File: config.mk
export PLATFORM = sky130hd
export DESIGN_NAME = button_conditioner
export DESIGN_NICKNAME = d
export VERILOG_FILES = /design/src/rtl/button_conditioner_pkg.sv /design/src/rtl/button_conditioner_channel.sv /design/src/rtl/button_conditioner.sv
export SDC_FILE = /design/constraint.sdc
export NUM_CORES = 1
export LEC_CHECK = 0
export ABC_CLOCK_PERIOD_IN_PS = 2000
export CORE_MARGIN = 8
export CORE_UTILIZATION = 50
export DETAILED_ROUTE_END_ITERATION = 10
export GPL_TIMING_DRIVEN = 0
export PLACE_DENSITY = 0.65
export SYNTH_ARGS = -nofsm -noshare
export SYNTH_HDL_FRONTEND = slang
export SYNTH_SLANG_ARGS = --single-unit
File: constraint.sdc
create_clock -name clk -period 2 [get_ports clk]
set_input_delay 0.4 -clock clk [delete_from_list [all_inputs] [get_ports clk]]
set_output_delay 0.4 -clock clk [all_outputs]
set_load 0.005 [all_outputs]
File: src/rtl/button_conditioner_pkg.sv
// Shared definitions for the push-button front end: debounce FSM state
// encoding and default timing parameters, reused by the counter bench and top.
package button_conditioner_pkg;

    typedef enum logic [1:0] {
        RELEASED     = 2'b00,
        QUAL_PRESS   = 2'b01,
        PRESSED      = 2'b10,
        QUAL_RELEASE = 2'b11
    } db_state_e;

    localparam int DEFAULT_DEBOUNCE_CYCLES = 250000;
    localparam int DEFAULT_SYNC_STAGES     = 2;

endpackage : button_conditioner_pkg

File: src/rtl/button_conditioner_channel.sv
// One push-button channel: synchronizer, debounce FSM with qualification
// counter, registered level and a one-cycle press strobe.
module debounce_channel
    import button_conditioner_pkg::*;
#(
    parameter int DEBOUNCE_CYCLES = DEFAULT_DEBOUNCE_CYCLES,
    parameter int SYNC_STAGES     = DEFAULT_SYNC_STAGES
) (
    input  logic clk,
    input  logic rst,
    input  logic en_i,
    input  logic btn_i,
    output logic level_o,
    output logic pulse_o
);

    localparam int CNT_W = $clog2(DEBOUNCE_CYCLES);
    localparam logic [CNT_W-1:0] CNT_MAX = CNT_W'(DEBOUNCE_CYCLES - 1);
    localparam logic [CNT_W-1:0] CNT_ONE = CNT_W'(1);

    logic [SYNC_STAGES-1:0] sync_q;
    logic                   syn;
    db_state_e              state_q, state_d;
    logic [CNT_W-1:0]       cnt_q, cnt_d;
    logic                   level_q, level_d;
    logic                   pulse_q, pulse_d;

    // The synchronizer runs regardless of en so the pipeline never holds stale data.
    always_ff @(posedge clk) begin
        if (rst) begin
            sync_q <= '0;
        end else begin
            sync_q <= {sync_q[SYNC_STAGES-2:0], btn_i};
        end
    end

    assign syn = sync_q[SYNC_STAGES-1];

    always_comb begin
        // NOTE: every output of this block gets a default first, so no path can infer a latch.
        state_d = state_q;
        cnt_d   = cnt_q;
        pulse_d = 1'b0;
        if (en_i) begin
            unique case (state_q)
                RELEASED: begin
                    if (syn) begin
                        state_d = QUAL_PRESS;
                        cnt_d   = CNT_ONE;
                    end
                end
                QUAL_PRESS: begin
                    if (!syn) begin
                        state_d = RELEASED;
                        cnt_d   = '0;
                    end else if (cnt_q == CNT_MAX) begin
                        state_d = PRESSED;
                        cnt_d   = '0;
                        pulse_d = 1'b1;
                    end else begin
                        cnt_d = cnt_q + CNT_ONE;
                    end
                end
                PRESSED: begin
                    if (!syn) begin
                        state_d = QUAL_RELEASE;
                        cnt_d   = CNT_ONE;
                    end
                end
                QUAL_RELEASE: begin
                    if (syn) begin
                        state_d = PRESSED;
                        cnt_d   = '0;
                    end else if (cnt_q == CNT_MAX) begin
                        state_d = RELEASED;
                        cnt_d   = '0;
                    end else begin
                        cnt_d = cnt_q + CNT_ONE;
                    end
                end
                default: begin
                    state_d = RELEASED;
                    cnt_d   = '0;
                end
            endcase
        end
        level_d = (state_d == PRESSED) || (state_d == QUAL_RELEASE);
    end

    // NOTE: sequential state uses non-blocking assignments only; the reset here is synchronous.
    always_ff @(posedge clk) begin
        if (rst) begin
            state_q <= RELEASED;
            cnt_q   <= '0;
            level_q <= 1'b0;
            pulse_q <= 1'b0;
        end else begin
            state_q <= state_d;
            cnt_q   <= cnt_d;
            level_q <= level_d;
            pulse_q <= pulse_d;
        end
    end

    assign level_o = level_q;
    // A strobe that lands just as en drops is suppressed rather than leaked.
    assign pulse_o = pulse_q & en_i;

endmodule : debounce_channel

File: src/rtl/button_conditioner.sv
// Top level: two independent debounce channels feeding sb[1:0] and the press
// strobes of the up/down counter. No arbitration; sb=2'b11 is legal.
module button_conditioner
    import button_conditioner_pkg::*;
#(
    parameter int DEBOUNCE_CYCLES = DEFAULT_DEBOUNCE_CYCLES,
    parameter int SYNC_STAGES     = DEFAULT_SYNC_STAGES
) (
    input  logic       clk,
    input  logic       rst,
    input  logic       en,
    input  logic       btn_up,
    input  logic       btn_down,
    output logic [1:0] sb,
    output logic       up_pulse,
    output logic       down_pulse
);

    logic up_level;
    logic down_level;

    debounce_channel #(
        .DEBOUNCE_CYCLES (DEBOUNCE_CYCLES),
        .SYNC_STAGES     (SYNC_STAGES)
    ) u_up (
        .clk     (clk),
        .rst     (rst),
        .en_i    (en),
        .btn_i   (btn_up),
        .level_o (up_level),
        .pulse_o (up_pulse)
    );

    debounce_channel #(
        .DEBOUNCE_CYCLES (DEBOUNCE_CYCLES),
        .SYNC_STAGES     (SYNC_STAGES)
    ) u_down (
        .clk     (clk),
        .rst     (rst),
        .en_i    (en),
        .btn_i   (btn_down),
        .level_o (down_level),
        .pulse_o (down_pulse)
    );

    assign sb = {up_level, down_level};

endmodule : button_conditioner
==> report_table.html <==
<table>
<tr><th>Metric</th><th>Value</th></tr>
<tr><th colspan="2">Routing</th></tr>
<tr><td>Vias per Instance</td><td>5.87</td></tr>
<tr><td>Total detailed-routing wirelength</td><td>5740 um</td></tr>
<tr><td>Iteration count of the initial detailed-routing pass</td><td>5</td></tr>
<tr><td>Remaining antenna violation count after routing</td><td>0</td></tr>
<tr><td>Routed len/inst</td><td>roughly 15 um</td></tr>
<tr><td>Residual DRC count</td><td>0</td></tr>
<tr><td>Initial DRC Count</td><td>~190</td></tr>
<tr><td>Number of vias after detailed routing</td><td>about 2200</td></tr>
<tr><th colspan="2">Floorplan</th></tr>
<tr><td>Count of boundary I/O pins</td><td>9</td></tr>
<tr><td>Starting utilization of the core area</td><td>0.524</td></tr>
<tr><td>Die Footprint</td><td>7540 sq um</td></tr>
<tr><td>Row count</td><td>25</td></tr>
<tr><td>Width of the die</td><td>86.9 um</td></tr>
<tr><td>Y dimension of the die</td><td>between 80 and 90 um</td></tr>
<tr><td>Floorplan core area</td><td>4790 sq um</td></tr>
<tr><th colspan="2">Synthesis</th></tr>
<tr><td>Yosys warns</td><td>0</td></tr>
<tr><td>Share of flip-flops with an asynchronous set or reset after synthesis</td><td>0</td></tr>
<tr><td>Mean instance size in the synthesized netlist</td><td>8.45 sq um</td></tr>
<tr><td>Post-synthesis instance total</td><td>297</td></tr>
<tr><td>Fraction of synthesized cell area taken by the top area cell type</td><td>0.383</td></tr>
<tr><td>Leading cell types by total area after synthesis</td><td>sky130_fd_sc_hd__dfxtp_1 38%, sky130_fd_sc_hd__nand3_1 5.0%, sky130_fd_sc_hd__nor2_1 3.9%, sky130_fd_sc_hd__nand2_1 3.7%, sky130_fd_sc_hd__xnor2_1 3.5%</td></tr>
<tr><td>Register area share after synthesis</td><td>0.383</td></tr>
<tr><td>Nets in the synthesized netlist</td><td>about 300</td></tr>
<tr><td>Netlist cell types</td><td>~50</td></tr>
<tr><td>Register bit total from synthesis</td><td>48</td></tr>
<tr><td>Dominant cell type by area after synthesis</td><td>sky130_fd_sc_hd__dfxtp_1</td></tr>
<tr><td>Number of flops mapped to enable cells by yosys</td><td>0</td></tr>
<tr><td>Most frequently used flop master after synthesis</td><td>sky130_fd_sc_hd__dfxtp_1</td></tr>
<tr><td>Netlist area before placement</td><td>2510 sq um</td></tr>
<tr><th colspan="2">Setup path</th></tr>
<tr><td>Slowest cell on the critical path</td><td>sky130_fd_sc_hd__or3_4</td></tr>
<tr><td>Start of the worst register-to-register path</td><td>u_up.cnt_q[1]</td></tr>
<tr><td>Endpoint type of the worst setup path</td><td>flip-flop</td></tr>
<tr><td>Worst reg2reg path endpoint</td><td>u_up.cnt_q[0]</td></tr>
<tr><td>Startpoint type of the worst setup path</td><td>flip-flop</td></tr>
<tr><td>Data arrival time of the critical path</td><td>2.10 ns</td></tr>
<tr><td>Worst setup path category</td><td>reg2reg</td></tr>
<tr><td>Max stage delay on crit path</td><td>0.40 ns</td></tr>
<tr><td>Crit path cell chain</td><td>ha_2 -&gt; nand3_4 -&gt; or3_4 -&gt; o21bai_4 -&gt; buf_4 -&gt; nor2_1 -&gt; o221a_2</td></tr>
<tr><td>Reg2Reg Setup Slack</td><td>0.10 ns</td></tr>
<tr><td>Crit Path Max Fanout</td><td>9</td></tr>
<tr><td>Number of cells on the worst reg-to-reg path</td><td>7</td></tr>
<tr><td>Endpoint required time on the critical path</td><td>2.20 ns</td></tr>
<tr><th colspan="2">Timing</th></tr>
<tr><td>Crit share post-route</td><td>0.949</td></tr>
<tr><td>Highest clock frequency the design can meet</td><td>0.527 GHz</td></tr>
<tr><td>Max_slew headroom</td><td>0.598</td></tr>
<tr><td>Transition time of the tightest slew-check pin</td><td>0.604 ns</td></tr>
<tr><td>Setup violators final</td><td>0</td></tr>
<tr><td>Final Max Tran Viols</td><td>0</td></tr>
<tr><td>Hold violation count in the final report</td><td>0</td></tr>
<tr><td>Final critical delay including setup and external delays</td><td>1.90 ns</td></tr>
<tr><td>Final setup margin</td><td>0.102 ns</td></tr>
<tr><td>Layout Skew</td><td>0.00533 ns</td></tr>
<tr><td>RSZ-0062 raised after global routing</td><td>false</td></tr>
<tr><th colspan="2">Clock network</th></tr>
<tr><td>Maximum number of buffers from clock root to sink</td><td>2</td></tr>
<tr><td>Hold buffer count at cts</td><td>0</td></tr>
<tr><td>Worst-skew pair later-pin latency</td><td>0.31 ns</td></tr>
<tr><td>Total clock buffers created by CTS</td><td>5</td></tr>
<tr><td>CTS tree</td><td>built</td></tr>
<tr><td>Clock input transition at the sequential cells of the worst setup and hold paths</td><td>0.08 ns</td></tr>
<tr><td>Number of clock sinks</td><td>48</td></tr>
<tr><td>Clk root buf</td><td>sky130_fd_sc_hd__clkbuf_8</td></tr>
<tr><td>Level count of the clock H-tree</td><td>2</td></tr>
<tr><th colspan="2">Power and ir drop</th></tr>
<tr><td>Comb power frac</td><td>0.048</td></tr>
<tr><td>Leakage dissipation</td><td>0.889 nW</td></tr>
<tr><td>Switching fraction of total power</td><td>0.237</td></tr>
<tr><td>Seq pwr share</td><td>0.603</td></tr>
<tr><td>Pint</td><td>1.23 mW</td></tr>
<tr><td>Power density over the cells</td><td>between 500 and 600 nW/um^2</td></tr>
<tr><td>Net switching power of the design</td><td>380 uW</td></tr>
<tr><td>Maximum VDD drop</td><td>315 uV</td></tr>
<tr><td>Relative contribution of the clock network to total power</td><td>0.349</td></tr>
<tr><th colspan="2">Placed design</th></tr>
<tr><td>Final HPWL DP</td><td>4000 um</td></tr>
<tr><td>Post-Place Worst Slack</td><td>-0.539 ns</td></tr>
<tr><td>Dpl cells</td><td>372</td></tr>
<tr><td>Placement Cell Area</td><td>2670 sq um</td></tr>
<tr><td>IO buf count</td><td>8</td></tr>
<tr><td>Placer congestion estimate</td><td>~0.86</td></tr>
<tr><th colspan="2">GRT</th></tr>
<tr><td>GRT overflow</td><td>0</td></tr>
<tr><td>Largest net degree at the start of global routing</td><td>14</td></tr>
<tr><td>Wire length of the first global-routing pass</td><td>roughly 9800 um</td></tr>
<tr><td>Vias in the first global route</td><td>2034</td></tr>
<tr><td>Global-route usage over all layers</td><td>0.162</td></tr>
<tr><td>Antenna violations before repair</td><td>0</td></tr>
<tr><th colspan="2">Layout</th></tr>
<tr><td>Layout Cells excl Fill</td><td>382</td></tr>
<tr><td>Area grow syn2layout</td><td>13.1%</td></tr>
<tr><td>Ant diodes</td><td>0</td></tr>
<tr><td>Finished layout cell area</td><td>2840 sq um</td></tr>
<tr><td>Nets</td><td>322</td></tr>
<tr><td>Final Util</td><td>0.593</td></tr>
<tr><td>Number of fill cells</td><td>456</td></tr>
<tr><td>Layout cell share with drive strength beyond 1</td><td>0.146</td></tr>
<tr><th colspan="2">Worst hold path</th></tr>
<tr><td>Worst Hold Depth</td><td>1</td></tr>
<tr><td>Hold_sp</td><td>u_up.sync_q[0]</td></tr>
<tr><td>Hold Path Class</td><td>reg2reg</td></tr>
<tr><td>Worst-case hold path end point</td><td>u_up.sync_q[1]</td></tr>
<tr><th colspan="2">Outcome</th></tr>
<tr><td>Outcome</td><td>finished, final reports clean</td></tr>
<tr><th colspan="2">Flow run</th></tr>
<tr><td>Max-capacitance violation count</td><td>0</td></tr>
</table>
-- registers in the layout (all words and copies together), names as in the netlist --
name / cells
u_down.cnt_q: 18
u_down.level_o: 1
u_down.pulse_q: 1
u_down.state_q: 2
u_down.sync_q: 2
u_up.cnt_q: 18
u_up.level_o: 1
u_up.pulse_q: 1
u_up.state_q: 2
u_up.sync_q: 2
-- cells by family after synthesis --
kind of cell               count (synthesis)  synth area share
AOI/OAI and AO/OA                         49             0.133
xor gates and xnor gates                  15            0.0583
adders and majority gates                  2           0.00997
buffers and inverters                     20            0.0359
DFF                                       48             0.383
muxes                                      3            0.0120
and+or+nand+nor                          160             0.368
-- how the worst max path moves through the flow --
| stage | startpoint | to | slack, ns | depth (start not counted) |
|---|---|---|---|---|
| 2_1_floorplan | u_up.cnt_q[0] | u_up.cnt_q[9] | 0.19 | 6 |
| 3_3_place_gp | en | down_pulse | -0.54 | 4 |
| 3_5_place_dp | en | up_pulse | -0.54 | 4 |
| 4_1_cts | en | up_pulse | 0.007 | 4 |
| 5_1_grt | u_up.cnt_q[1] | u_up.cnt_q[11] | 0.005 | 7 |
| 6_report | u_up.cnt_q[1] | u_up.cnt_q[0] | 0.10 | 7 |
-- stage by stage --
step | power, mW | hold WS (ns) | TNS (ns)
2_1_floorplan | 1.03 | 0.414 | 0
3_3_place_gp | 1.06 | 0.437 | -5.66
5_1_grt | 1.66 | 0.463 | 0
6_report | 1.61 | 0.443 | 0
4_1_cts | 1.62 | 0.449 | 0
3_5_place_dp | 1.06 | 0.428 | -5.85
-- cells in the mapped netlist, types with 2 or more instances --
cell and n:
sky130_fd_sc_hd__nor4_2 4, sky130_fd_sc_hd__nand2b_1 3, sky130_fd_sc_hd__and4_1 2, sky130_fd_sc_hd__nor2_1 26, sky130_fd_sc_hd__ha_1 2, sky130_fd_sc_hd__mux2i_1 3
sky130_fd_sc_hd__or2_2 2, sky130_fd_sc_hd__o311ai_1 2, sky130_fd_sc_hd__inv_1 3, sky130_fd_sc_hd__nor4_1 4, sky130_fd_sc_hd__o211ai_1 4, sky130_fd_sc_hd__nor3_1 8
sky130_fd_sc_hd__a31oi_1 3, sky130_fd_sc_hd__nand4_1 12, sky130_fd_sc_hd__and3_1 6, sky130_fd_sc_hd__o21ai_1 2, sky130_fd_sc_hd__or3_1 7, sky130_fd_sc_hd__nand4b_1 3
sky130_fd_sc_hd__a211oi_1 2, sky130_fd_sc_hd__nand2_2 2, sky130_fd_sc_hd__a21o_1 3, sky130_fd_sc_hd__buf_2 6, sky130_fd_sc_hd__nand3_1 25, sky130_fd_sc_hd__dfxtp_1 48
sky130_fd_sc_hd__xor2_1 3, sky130_fd_sc_hd__buf_4 2, sky130_fd_sc_hd__and2_1 5, sky130_fd_sc_hd__o21a_1 2, sky130_fd_sc_hd__clkbuf_1 9, sky130_fd_sc_hd__a21oi_1 16
sky130_fd_sc_hd__xnor2_1 10, sky130_fd_sc_hd__o21ai_0 7, sky130_fd_sc_hd__nand2_1 25, sky130_fd_sc_hd__nor4b_1 3, sky130_fd_sc_hd__xor2_2 2, sky130_fd_sc_hd__nor2b_1 7
sky130_fd_sc_hd__or4_1 10
-- power groups by stage --
| stage | logic [mW] | registers (mW) | clock network [mW] |
|---|---|---|---|
| 3_3_place_gp | 0.0753 | 0.989 | 0 |
| 4_1_cts | 0.0775 | 0.967 | 0.574 |
| 2_1_floorplan | 0.0466 | 0.988 | 0 |
| 5_1_grt | 0.0858 | 0.969 | 0.604 |
| 6_report | 0.0778 | 0.968 | 0.561 |
| 3_5_place_dp | 0.0756 | 0.989 | 0 |
-- area by class of cell --
class                      count  area [sq um]  area share
clock inverter                 1          5.00     0.00176
clock buffer                   6          72.6      0.0256
timing repair buffer          12           105      0.0370
inverter                       3          11.3     0.00397
buffer                        16          88.8      0.0313
tap                           67          83.8      0.0295
sequential                    48           963       0.340
multi-input combinational    229          1510       0.531
-- layer usage --
metal | track usage | vias to the layer above | share of wire
met5 | 0 | - | 0
met4 | 0.0579 | 0 | 0.011
met3 | 0.0321 | 6 | 0.054
met2 | 0.233 | 44 | 0.43
met1 | 0.229 | 1070 | 0.51
li1 | - | 1122 | -
-- critical path: cells and delay by family (launching register included) --
family	cells	cell delay [ns]
AND/OR/NAND/NOR	3	0.58
AO/OA/AOI/OAI	2	0.42
flip-flops	1	0.39
adder cells (fa/ha/maj)	1	0.24
buffers and inverters	1	0.16
-- cell usage in the layout (no fill, tap or decap), drive strengths merged, types with 2 or more instances in the layout --
cell type,count
or2,2
nor3,10
or3,7
mux2i,3
nand4,12
nand2,27
clkdlybuf4s50,7
o21ai,10
ha,2
buf,11
or4,10
a21oi,16
a211oi,2
and3,6
nand4b,3
nor4,8
nor4b,4
nand2b,3
and4,2
clkbuf,16
xnor2,10
o311ai,2
nor2,26
o21a,2
and2,5
dfxtp,48
inv,3
o211ai,4
nor2b,7
nand3,26
a31oi,3
a21o,3
xor2,5
-- repair_timing --
action	in CTS	in global routing
setup buffers	2	2
setup endpoints to repair	16	28
gates resized for setup	7	12
pin swaps	1	1
Note: power is estimated with default switching activity, not from simulation.
